**src/rtl/rtc_pkg.sv**
```systemverilog
// rtc_pkg
// Shared definitions for the RTC read-cycle sequencer: state encoding,
// default phase timing, bus width and the Moore output decode used by the
// top level (rtc_ciclo_lectura).
package rtc_pkg;

  localparam int ANCHO_BUS     = 8;
  localparam int T_DIR_DEF     = 10;
  localparam int T_ESP_DEF     = 5;
  localparam int T_LECT_DEF    = 10;
  localparam int ANCHO_CNT_DEF = 5;

  typedef enum logic [2:0] {
    IDLE = 3'd0,
    DIR  = 3'd1,
    ESP1 = 3'd2,
    LECT = 3'd3,
    ESP2 = 3'd4,
    FIN  = 3'd5
  } estado_e;

  typedef struct packed {
    logic                 cs_n;
    logic                 ad_n;
    logic                 rd_n;
    logic                 wr_n;
    logic                 ad_oe;
    logic [ANCHO_BUS-1:0] ad_out;
    logic                 ocupado;
    logic                 listo;
  } salidas_t;

  // Bus pins as a function of the phase. The address stays driven through
  // ESP1 to give the RTC hold time after the AD_n/WR_n latch edge.
  function automatic salidas_t decodificar(estado_e estado, logic [ANCHO_BUS-1:0] addr);
    salidas_t s;
    s.cs_n    = 1'b1;
    s.ad_n    = 1'b1;
    s.rd_n    = 1'b1;
    s.wr_n    = 1'b1;
    s.ad_oe   = 1'b0;
    s.ad_out  = '0;
    s.ocupado = (estado != IDLE);
    s.listo   = (estado == FIN);
    case (estado)
      DIR: begin
        s.cs_n   = 1'b0;
        s.ad_n   = 1'b0;
        s.wr_n   = 1'b0;
        s.ad_oe  = 1'b1;
        s.ad_out = addr;
      end
      ESP1: begin
        s.cs_n   = 1'b0;
        s.ad_oe  = 1'b1;
        s.ad_out = addr;
      end
      LECT: begin
        s.cs_n = 1'b0;
        s.rd_n = 1'b0;
      end
      default: ;
    endcase
    return s;
  endfunction

endpackage

```
**src/rtl/rtc_ciclo_lectura_contador_fase.sv**
```systemverilog
// contador_fase
// Phase timer: counts 0..limite-1 inside one bus phase and flags the last
// cycle so the sequencer knows when to move on.
// Ports:
//   clk, reset  clock and synchronous active-high reset
//   clr_i       forces the count back to 0 at the next edge (phase change)
//   limite_i    phase length in cycles (>= 1)
//   cuenta_o    current position inside the phase
//   fin_fase_o  1 during the last cycle of the phase (cuenta == limite-1)
module contador_fase #(
  parameter int ANCHO_CNT = 5
) (
  input  logic                 clk,
  input  logic                 reset,
  input  logic                 clr_i,
  input  logic [ANCHO_CNT:0]   limite_i,
  output logic [ANCHO_CNT-1:0] cuenta_o,
  output logic                 fin_fase_o
);

  logic [ANCHO_CNT-1:0] cuenta_q;
  logic [ANCHO_CNT-1:0] cuenta_d;

  // The limit is one bit wider than the count so a phase of exactly
  // 2**ANCHO_CNT cycles is still representable.
  always_comb begin
    cuenta_d = clr_i ? '0 : cuenta_q + 1'b1;
  end

  always_ff @(posedge clk) begin
    if (reset) begin
      cuenta_q <= '0;
    end else begin
      cuenta_q <= cuenta_d;
    end
  end

  assign cuenta_o   = cuenta_q;
  assign fin_fase_o = ({1'b0, cuenta_q} == (limite_i - 1'b1));

endmodule

```
**src/rtl/rtc_ciclo_lectura.sv**
```systemverilog
// rtc_ciclo_lectura
// Intel-mode read cycle on the RTC multiplexed AD bus: address phase,
// hold/wait, RD_n strobe with data capture, recovery, one-cycle done pulse.
// Ports:
//   clk, reset    clock and synchronous active-high reset
//   inicio_i      start request, honoured only when idle
//   direccion_i   RTC register address, latched on an accepted start
//   dato_in_i     AD bus value coming back from the pad
//   cs_n_o, ad_n_o, rd_n_o, wr_n_o   active-low bus strobes
//   ad_out_o, ad_oe_o                AD bus drive value and pad enable
//   dato_leido_o  last captured read byte
//   ocupado_o     high whenever a cycle is in progress
//   listo_o       one-cycle completion pulse
module rtc_ciclo_lectura
  import rtc_pkg::*;
#(
  parameter int T_DIR     = T_DIR_DEF,
  parameter int T_ESP     = T_ESP_DEF,
  parameter int T_LECT    = T_LECT_DEF,
  parameter int ANCHO_CNT = ANCHO_CNT_DEF
) (
  input  logic                 clk,
  input  logic                 reset,
  input  logic                 inicio_i,
  input  logic [ANCHO_BUS-1:0] direccion_i,
  input  logic [ANCHO_BUS-1:0] dato_in_i,
  output logic                 cs_n_o,
  output logic                 ad_n_o,
  output logic                 rd_n_o,
  output logic                 wr_n_o,
  output logic [ANCHO_BUS-1:0] ad_out_o,
  output logic                 ad_oe_o,
  output logic [ANCHO_BUS-1:0] dato_leido_o,
  output logic                 ocupado_o,
  output logic                 listo_o
);

  if (T_DIR < 1 || T_ESP < 1 || T_LECT < 1 ||
      (T_DIR - 1) >= (1 << ANCHO_CNT) ||
      (T_ESP - 1) >= (1 << ANCHO_CNT) ||
      (T_LECT - 1) >= (1 << ANCHO_CNT)) begin : g_param_err
    $error("rtc_ciclo_lectura: phase lengths must be >= 1 and fit ANCHO_CNT");
  end

  localparam logic [ANCHO_CNT:0]   LIM_DIR  = (ANCHO_CNT + 1)'(T_DIR);
  localparam logic [ANCHO_CNT:0]   LIM_ESP  = (ANCHO_CNT + 1)'(T_ESP);
  localparam logic [ANCHO_CNT:0]   LIM_LECT = (ANCHO_CNT + 1)'(T_LECT);
  localparam logic [ANCHO_CNT-1:0] ULT_LECT = ANCHO_CNT'(T_LECT - 1);

  estado_e              estado_q, estado_d;
  logic [ANCHO_BUS-1:0] addr_q, addr_d;
  logic [ANCHO_BUS-1:0] dato_q, dato_d;
  salidas_t             sal_q;
  logic [ANCHO_CNT:0]   limite;
  logic [ANCHO_CNT-1:0] cuenta;
  logic                 fin_fase;
  logic                 clr;

  // While idle the counter is held at 0, so every phase starts counting
  // from a clean zero the cycle after its entry edge.
  assign clr = (estado_d != estado_q) || (estado_q == IDLE);

  contador_fase #(
    .ANCHO_CNT (ANCHO_CNT)
  ) u_contador (
    .clk        (clk),
    .reset      (reset),
    .clr_i      (clr),
    .limite_i   (limite),
    .cuenta_o   (cuenta),
    .fin_fase_o (fin_fase)
  );

  // Phase length seen by the counter; IDLE and FIN use 1 as a harmless value.
  always_comb begin
    limite = (ANCHO_CNT + 1)'(1);
    case (estado_q)
      DIR:     limite = LIM_DIR;
      ESP1:    limite = LIM_ESP;
      LECT:    limite = LIM_LECT;
      ESP2:    limite = LIM_ESP;
      default: limite = (ANCHO_CNT + 1)'(1);
    endcase
  end

  // Sequencing. The read byte is taken on the final LECT edge, when the
  // count reaches its last value and RD_n is still low.
  always_comb begin
    estado_d = estado_q;
    addr_d   = addr_q;
    dato_d   = dato_q;
    case (estado_q)
      IDLE: begin
        if (inicio_i) begin
          estado_d = DIR;
          addr_d   = direccion_i;
        end
      end
      DIR:  if (fin_fase) estado_d = ESP1;
      ESP1: if (fin_fase) estado_d = LECT;
      LECT: begin
        if (cuenta == ULT_LECT) begin
          dato_d = dato_in_i;
        end
        if (fin_fase) estado_d = ESP2;
      end
      ESP2: if (fin_fase) estado_d = FIN;
      FIN:  estado_d = IDLE;
      default: estado_d = IDLE;
    endcase
  end

  // Outputs are registered from the next-state decode, which equals a Moore
  // decode of the current state but with every pin coming straight from a
  // flop, keeping the strobes free of decode glitches.
  always_ff @(posedge clk) begin
    if (reset) begin
      estado_q <= IDLE;
      addr_q   <= '0;
      dato_q   <= '0;
      sal_q    <= decodificar(IDLE, '0);
    end else begin
      estado_q <= estado_d;
      addr_q   <= addr_d;
      dato_q   <= dato_d;
      sal_q    <= decodificar(estado_d, addr_d);
    end
  end

  assign cs_n_o       = sal_q.cs_n;
  assign ad_n_o       = sal_q.ad_n;
  assign rd_n_o       = sal_q.rd_n;
  assign wr_n_o       = sal_q.wr_n;
  assign ad_oe_o      = sal_q.ad_oe;
  assign ad_out_o     = sal_q.ad_out;
  assign ocupado_o    = sal_q.ocupado;
  assign listo_o      = sal_q.listo;
  assign dato_leido_o = dato_q;

endmodule

```
**config.mk**
```make
export PLATFORM = sky130hd
export DESIGN_NAME = rtc_ciclo_lectura
export DESIGN_NICKNAME = d
export VERILOG_FILES = /design/src/rtl/rtc_pkg.sv /design/src/rtl/rtc_ciclo_lectura_contador_fase.sv /design/src/rtl/rtc_ciclo_lectura.sv
export SDC_FILE = /design/constraint.sdc
export NUM_CORES = 1
export LEC_CHECK = 0
export CORE_MARGIN = 2
export CORE_UTILIZATION = 35
export CTS_BUF_LIST = sky130_fd_sc_hd__clkbuf_8 sky130_fd_sc_hd__clkbuf_16
export CTS_CLUSTER_SIZE = 40
export DETAILED_ROUTE_END_ITERATION = 8
export GPL_TIMING_DRIVEN = 0
export PLACE_DENSITY = 0.61
export SYNTH_ARGS = -nofsm -noshare
export SYNTH_HDL_FRONTEND = slang
export SYNTH_SLANG_ARGS = --single-unit
```
**constraint.sdc**
```tcl
create_clock -name clk -period 2.05 [get_ports clk]
set_clock_uncertainty 0.2 [all_clocks]
set_input_delay 0.41 -clock clk [delete_from_list [all_inputs] [get_ports clk]]
set_output_delay 0.41 -clock clk [all_outputs]
set_load 0.02 [all_outputs]
```
==> After elaboration in Yosys (flattened, before gate mapping) <==
Index checks and enable logic that the tools add are counted.
{ "word_totals": {"elab_cells": 48, "memories": 0, "romBits": 0, "ram_bits": 0, "out_inout_bits": 23, "reg_bits": 38, "input_bits": 19, "latchBits": 0} }
{ "classes": {"bitwise": 1, "n_reduce_logical": 10, "muxes": 13, "multipliers": 0, "add_sub_neg": 2, "div": 0, "order_cmp": 0, "n_eq_ne": 11, "shifts": 0} }
{ "ops": {"columns": ["op", "count"], "rows": [
  ["8-bit 2-to-1 mux", 2],
  ["3-bit 2-to-1 mux", 5],
  ["3-bit case mux with 5 select lines", 1],
  ["3-bit by 2-bit equality test with 1-bit output (second input constant)", 4],
  ["2-bit OR reduction", 5],
  ["9-bit 2-to-1 mux", 1],
  ["4-bit case mux with 2 select lines", 1],
  ["3-bit by 1-bit equality test with 1-bit output (second input constant)", 2],
  ["3-bit equality test (second input constant)", 2],
  ["5-bit by 6-bit equality test with 1-bit output", 1],
  ["5-bit by 1-bit adder with 5-bit output (second input constant)", 1],
  ["5-bit by 4-bit equality test with 1-bit output (second input constant)", 1],
  ["4-bit by 1-bit subtractor with 5-bit output (second input constant)", 1],
  ["3-bit logical NOT", 1],
  ["1-bit 2-to-1 mux", 3],
  ["3-bit != test", 1],
  ["3-bit nonzero test", 1],
  ["3-bit OR reduction", 1],
  ["2-bit AND reduction", 1],
  ["1-bit logical OR", 1],
  ["1-bit NOT", 1]
]} }

==> Longest topological paths before layout <==
{ "logic_depth": {"depth_word": 11, "ltp_mapped": 7, "ltp_nobuf": 5} }

==> Hierarchy <==
A second synthesis with hierarchy kept.
{ "unflattened": {"cells_unflattened": 162, "area_unflattened_um2": 1580.3} }
{ "by_module_without_submodules": {"columns": ["mod", "seq_area_each_um2", "cells_per_inst", "area_per_inst_um2", "n_inst"], "rows": [
  ["rtc_ciclo_lectura", 660.6, 122, 1231.2, 1],
  ["contador_fase", 100.1, 40, 349.1, 1]
]} }

==> Least setup slack after synthesis <==
No wires, ideal clock.
{ "synth_path": {"path_type": "register to register", "startpoint": "reg estado_q[1]", "endpoint": "reg sal_q (netlist bit ad_out_o[0])", "setup_slack_ns": 0.314, "path_buffers": 1, "required_time_ns": 1.735, "setup_time_ns": 0.115, "arrival_ns": 1.421, "period_less_slack_ns": 1.736, "stages_incl_launch_ff": 6, "cell_sequence": "dfxtp_1 -> buf_4 -> nor4b_4 -> mux2_2 -> o21ai_1 -> o21ai_2"} }
{ "synth_between": {"elab_chain_len": 11, "elab_cells_between_ends": 22, "classes_between": "add/sub (1); eq/ne (7); mux (8); bitwise (1); reduce/logical (5)"} }
{ "synth_lines": {"columns": ["element", "line_no", "rtl"], "rows": [
  ["start, declared", "rtc_ciclo_lectura.sv:50", "estado_e estado_q, estado_d;"],
  ["start signal, assigned", "rtc_ciclo_lectura.sv:123", "estado_q <= estado_d;"],
  ["3-bit equality test (tied with other cells)", "rtc_ciclo_lectura.sv:77, rtc_ciclo_lectura.sv:92", null],
  ["2-bit OR reduction (no line)", null, null],
  ["4-bit case mux with 2 select lines", "rtc_ciclo_lectura.sv:77", "case (estado_q)"],
  ["4-bit by 1-bit subtractor with 5-bit output", "rtc_ciclo_lectura_contador_fase.sv:39", "assign fin_fase_o = ({1'b0, cuenta_q} == (limite_i - 1'b1));"],
  ["5-bit by 6-bit equality test with 1-bit output", "rtc_ciclo_lectura_contador_fase.sv:39", null],
  ["3-bit 2-to-1 mux (on tied branches)", null, null],
  ["3-bit case mux with 5 select lines", "rtc_ciclo_lectura.sv:92", "case (estado_q)"],
  ["3-bit by 2-bit equality test with 1-bit output or 3-bit by 1-bit equality test with 1-bit output (tied branches)", "rtc_pkg.sv:45", "case (estado)"],
  ["2-bit OR reduction (no line)", null, null],
  ["1-bit NOT (no line)", null, null],
  ["2-bit OR reduction (no line)", null, null],
  ["end signal, assigned", "rtc_ciclo_lectura.sv:121", "sal_q <= decodificar(IDLE, '0);"],
  ["end signal, assigned", "rtc_ciclo_lectura.sv:126", "sal_q <= decodificar(estado_d, addr_d);"],
  ["end, declared", "rtc_ciclo_lectura.sv:53", "salidas_t sal_q;"]
]} }
Parallel ways exist; a longest one is shown, timed or not.
A chain may end at the register's enable or synchronous reset.

==> Worst setup path in the final report <==
{ "layout_path": {"startpoint": "reg u_contador.cuenta_q[2], in the netlist u_contador.cuenta_o[2]", "endpoint": "reg sal_q (netlist bit ad_out_o[5])"} }
{ "layout_between": {"elab_chain_len": 7, "elab_cells_between_ends": 11, "classes_between": "eq/ne (3); mux (5); bitwise (1); reduce/logical (2)"} }
{ "layout_lines": {"columns": ["element", "line_no", "rtl"], "rows": [
  ["start, declared", "rtc_ciclo_lectura_contador_fase.sv:21", "logic [ANCHO_CNT-1:0] cuenta_q;"],
  ["start signal, assigned", "rtc_ciclo_lectura_contador_fase.sv:34", "cuenta_q <= cuenta_d;"],
  ["5-bit by 6-bit equality test with 1-bit output (*)", "rtc_ciclo_lectura_contador_fase.sv:39", null],
  ["3-bit 2-to-1 mux (on tied branches)", null, null],
  ["3-bit case mux with 5 select lines (*)", "rtc_ciclo_lectura.sv:92", null],
  ["3-bit by 2-bit equality test with 1-bit output or 3-bit by 1-bit equality test with 1-bit output (tied branches)", "rtc_pkg.sv:45", null],
  ["2-bit OR reduction (no line) (*)", null, null],
  ["1-bit NOT (no line) (*)", null, null],
  ["2-bit OR reduction (no line) (*)", null, null]
]} }
Every way passes the cells marked *; elsewhere a longest branch is shown, timed or not.

==> report_table.html <==
<table>
<tr><th>Metric</th><th>Value</th></tr>
<tr><th colspan="2">Floorplanning</th></tr>
<tr><td>Initial core utilization</td><td>0.370</td></tr>
<tr><td>Die Height</td><td>72.5 um</td></tr>
<tr><td>DIE AREA</td><td>5260 um^2</td></tr>
<tr><td>Standard-cell rows</td><td>24</td></tr>
<tr><td>Total core area</td><td>4440 um^2</td></tr>
<tr><td>Width of the die</td><td>72.5 um</td></tr>
<tr><td>Top-level port count</td><td>42</td></tr>
<tr><th colspan="2">Synth</th></tr>
<tr><td>Netlist area before placement</td><td>1640 um^2</td></tr>
<tr><td>Flop and latch count out of synthesis</td><td>38</td></tr>
<tr><td>Leading register cell type out of synthesis</td><td>sky130_fd_sc_hd__dfxtp_1</td></tr>
<tr><td>Warnings from Yosys</td><td>0</td></tr>
<tr><td>Count of different cell masters after synthesis</td><td>40</td></tr>
<tr><td>Number of nets produced by synthesis</td><td>179</td></tr>
<tr><td>Cell count after synthesis</td><td>158</td></tr>
<tr><td>Sequential fraction of the synthesis area</td><td>0.463</td></tr>
<tr><td>Mean post-synth cell area</td><td>10.4 um^2</td></tr>
<tr><td>Number of enable flip-flop cells after synthesis</td><td>0</td></tr>
<tr><td>Async set-or-reset flop fraction in the synthesized netlist</td><td>0</td></tr>
<tr><th colspan="2">Critical path</th></tr>
<tr><td>Worst EP required</td><td>2080 ps</td></tr>
<tr><td>Critical path launch point</td><td>u_contador.cuenta_o[2]$_SDFF_PP0_</td></tr>
<tr><td>Worst Setup End Kind</td><td>flop</td></tr>
<tr><td>Element type at the critical path start</td><td>flop</td></tr>
<tr><td>Type of the setup path with the least slack</td><td>reg2reg</td></tr>
<tr><td>Start of the worst register-to-register path</td><td>u_contador.cuenta_o[2]$_SDFF_PP0_</td></tr>
<tr><td>Arrival time reported for the critical path endpoint</td><td>1930 ps</td></tr>
<tr><td>Maximum fanout encountered on the critical timing path</td><td>9</td></tr>
<tr><th colspan="2">Clocking</th></tr>
<tr><td>H-tree levels</td><td>2</td></tr>
<tr><td>Insertion delay to the later sink of the worst-skew pair</td><td>290 ps</td></tr>
<tr><td>Total clock buffers created by CTS</td><td>5</td></tr>
<tr><td>Clock tree root buffer cell</td><td>sky130_fd_sc_hd__clkbuf_8</td></tr>
<tr><td>CTS sink count</td><td>38</td></tr>
<tr><td>Clock slew at the register clock pins of the worst setup and hold paths</td><td>70 ps</td></tr>
<tr><td>CTS max path bufs</td><td>2</td></tr>
<tr><td>Clock tree from TritonCTS</td><td>done</td></tr>
<tr><th colspan="2">Run</th></tr>
<tr><td>Max-cap viol count</td><td>0</td></tr>
<tr><th colspan="2">Placement</th></tr>
<tr><td>HPWL Detailed</td><td>2550 um</td></tr>
<tr><td>Number of buffers inserted by port buffering</td><td>41</td></tr>
<tr><td>Total cell area at the placement stage</td><td>2120 um^2</td></tr>
<tr><td>Routability congestion estimate from global placement</td><td>0.789</td></tr>
<tr><td>DP Cell Count</td><td>251</td></tr>
<tr><th colspan="2">Route</th></tr>
<tr><td>Router iterations before antenna repair</td><td>4</td></tr>
<tr><td>Met1 Routed Length</td><td>1580 um</td></tr>
<tr><td>Total met2 wirelength after detailed routing</td><td>1650 um</td></tr>
<tr><td>Met3 wirelength from detailed routing</td><td>169 um</td></tr>
<tr><td>Highest routed layer</td><td>met4</td></tr>
<tr><td>Routed length per placed instance</td><td>13.4 um</td></tr>
<tr><td>Via count</td><td>1272</td></tr>
<tr><td>First-iteration detailed-routing DRC count</td><td>48</td></tr>
<tr><td>Post-Route WL</td><td>3460 um</td></tr>
<tr><td>Drc violations</td><td>0</td></tr>
<tr><td>Routed vias/inst</td><td>4.91</td></tr>
<tr><td>Remaining number of nets flagged by the antenna check after routing</td><td>0</td></tr>
<tr><th colspan="2">Timing</th></tr>
<tr><td>Endpoints failing hold</td><td>0</td></tr>
<tr><td>Highest clock frequency the design can meet</td><td>526 MHz</td></tr>
<tr><td>Final setup violating endpoints</td><td>0</td></tr>
<tr><td>Post-Route Setup TNS</td><td>0 ps</td></tr>
<tr><td>Actual slew at the worst max-slew pin</td><td>665 ps</td></tr>
<tr><td>Final clock period utilization by the worst path</td><td>0.928</td></tr>
<tr><td>Post-layout min period</td><td>1900 ps</td></tr>
<tr><td>Setup repair after global routing missed its margin</td><td>no</td></tr>
<tr><td>Count of pins over their slew limit</td><td>0</td></tr>
<tr><td>Slew Limit Headroom</td><td>0.556</td></tr>
<tr><th colspan="2">Cells and area</th></tr>
<tr><td>Final instance area</td><td>2240 um^2</td></tr>
<tr><td>Final net count</td><td>228</td></tr>
<tr><td>Area taken by flip-flops and latches</td><td>761 um^2</td></tr>
<tr><td>Layout cell share with drive strength beyond 1</td><td>0.198</td></tr>
<tr><td>Area of the multi-input gates</td><td>791 um^2</td></tr>
<tr><td>Most frequent standard cell in the layout excluding fill and tap cells</td><td>sky130_fd_sc_hd__clkdlybuf4s50_1</td></tr>
<tr><td>Most frequent cells in the layout</td><td>sky130_fd_sc_hd__clkdlybuf4s50_1 (41), sky130_fd_sc_hd__dfxtp_1 (38), sky130_fd_sc_hd__nor2_1 (17)</td></tr>
<tr><td>Number of antenna cells inserted</td><td>0</td></tr>
<tr><td>Layout filler cell count</td><td>436</td></tr>
<tr><td>Layout Area Growth over Synthesis</td><td>36.3%</td></tr>
<tr><td>Post-route insts no fill</td><td>259</td></tr>
<tr><th colspan="2">Global routing</th></tr>
<tr><td>Antenna violations before repair</td><td>0</td></tr>
<tr><td>GRT Total Usage</td><td>0.141</td></tr>
<tr><td>First-pass GRT wire length</td><td>5730 um</td></tr>
<tr><td>Leftover overflow at the end of global routing</td><td>0</td></tr>
<tr><td>Vias in the first global route</td><td>1229</td></tr>
<tr><td>Maximum number of pins on one net before global-route repair</td><td>12</td></tr>
<tr><th colspan="2">Hold path</th></tr>
<tr><td>Worst min path class</td><td>reg2reg</td></tr>
<tr><td>Worst min-delay path startpoint</td><td>dato_leido_o[2]$_SDFFE_PP0P_</td></tr>
<tr><th colspan="2">Power and ir drop</th></tr>
<tr><td>PwrDens</td><td>717 nW/um^2</td></tr>
<tr><td>Post-layout total power</td><td>1.60 mW</td></tr>
<tr><td>Leakage</td><td>0.831 nW</td></tr>
<tr><td>Maximum VDD drop</td><td>0.386 mV</td></tr>
<tr><th colspan="2">Run status</th></tr>
<tr><td>Outcome</td><td>completed</td></tr>
</table>
==> per-layer routing <==
| metal | global-route usage | vias up |
|---|---|---|
| li1 | - | 639 |
| met1 | 0.186 | 600 |
| met2 | 0.222 | 26 |
| met3 | 0.0375 | 7 |
| met4 | 0.0556 | 0 |
| met5 | 0 | - |
==> area by class of cell <==
type	instances	area share
Multi-Input combinational cell	104	0.353
Sequential cell	38	0.340
Timing Repair Buffer	42	0.187
Clock buffer	6	0.0369
Buffer	9	0.0291
Tap cell	52	0.0291
Clock inverter	1	0.0134
Inverter	7	0.0117
==> worst paths after layout <==
| check | slack, ps | to | cells past startpoint |
|---|---|---|---|
| setup reg to reg | 150 | ad_out_o[5]$_SDFF_PP0_ | 4 |
| setup / recovery | 150 | ad_out_o[5]$_SDFF_PP0_ | 4 |
| hold / removal | 300 | dato_leido_o[2]$_SDFFE_PP0P_ | 2 |
| hold reg to reg | 300 | dato_leido_o[2]$_SDFFE_PP0P_ | 2 |
==> stage by stage <==
stage	util	setup WS, ps	hold slack, ps
after floorplan	-	314	274
after detailed placement	0.477	-275	288
final	0.504	148	302
after global placement	0.477	-252	276
after CTS	0.502	20.9	309
after global routing	0.504	6.90	338
==> repair_timing <==
item / CTS / global route
gates resized for setup: 0 / 1
endpoints found under the hold margin: 0 / 0
setup endpoints to repair: 0 / 21
buffers inserted: 0 / 1
hold buffers: 0 / 0
==> state kept, by name, summed over array words and instances (netlist names) <==
register and flops:
cs_n_o 1, ocupado_o 1, listo_o 1, ad_oe_o 1
u_contador.cuenta_o 5, rd_n_o 1, wr_n_o 1, dato_leido_o 8
ad_out_o 8, addr_q 8, estado_q 3
==> synth_stat cells, types with 2 or more instances <==
cell type / count / share of area
sky130_fd_sc_hd__o21ai_2: 8 / 0.043
sky130_fd_sc_hd__a21oi_1: 2 / 0.0061
sky130_fd_sc_hd__buf_6: 2 / 0.014
sky130_fd_sc_hd__nor2_1: 17 / 0.039
sky130_fd_sc_hd__ha_1: 2 / 0.015
sky130_fd_sc_hd__nand2b_1: 2 / 0.0076
sky130_fd_sc_hd__nor2b_1: 10 / 0.038
sky130_fd_sc_hd__inv_1: 6 / 0.014
sky130_fd_sc_hd__dfxtp_1: 38 / 0.46
sky130_fd_sc_hd__nand2_1: 3 / 0.0069
sky130_fd_sc_hd__clkbuf_1: 2 / 0.0046
sky130_fd_sc_hd__xnor2_1: 2 / 0.011
sky130_fd_sc_hd__buf_4: 4 / 0.018
sky130_fd_sc_hd__o21ai_1: 9 / 0.027
sky130_fd_sc_hd__nand3_1: 10 / 0.030
sky130_fd_sc_hd__mux2_2: 8 / 0.055
sky130_fd_sc_hd__a311oi_1: 2 / 0.011
sky130_fd_sc_hd__mux2i_1: 9 / 0.055
==> where the power goes <==
| group | internal (mW) | switching [mW] |
|---|---|---|
| registers | 0.764 | 0.0123 |
| clock network | 0.389 | 0.244 |
| logic | 0.106 | 0.0893 |
==> critical path: stages, from the launching register on <==
cell and delay, ps:
sky130_fd_sc_hd__dfxtp_1 450, sky130_fd_sc_hd__and3b_4 260, sky130_fd_sc_hd__a2111oi_4 610, sky130_fd_sc_hd__o21ai_1 190, sky130_fd_sc_hd__o21ai_2 130
==> cell families after synthesis <==
family | share of synthesized area
AOI/OAI and AO/OA | 0.149
xor gates and xnor gates | 0.0160
adders and majority gates | 0.0152
buffers and inverters | 0.0556
DFF | 0.463
muxes | 0.110
and+or+nand+nor | 0.192
No activity file was read; power rests on OpenSTA's default activity.
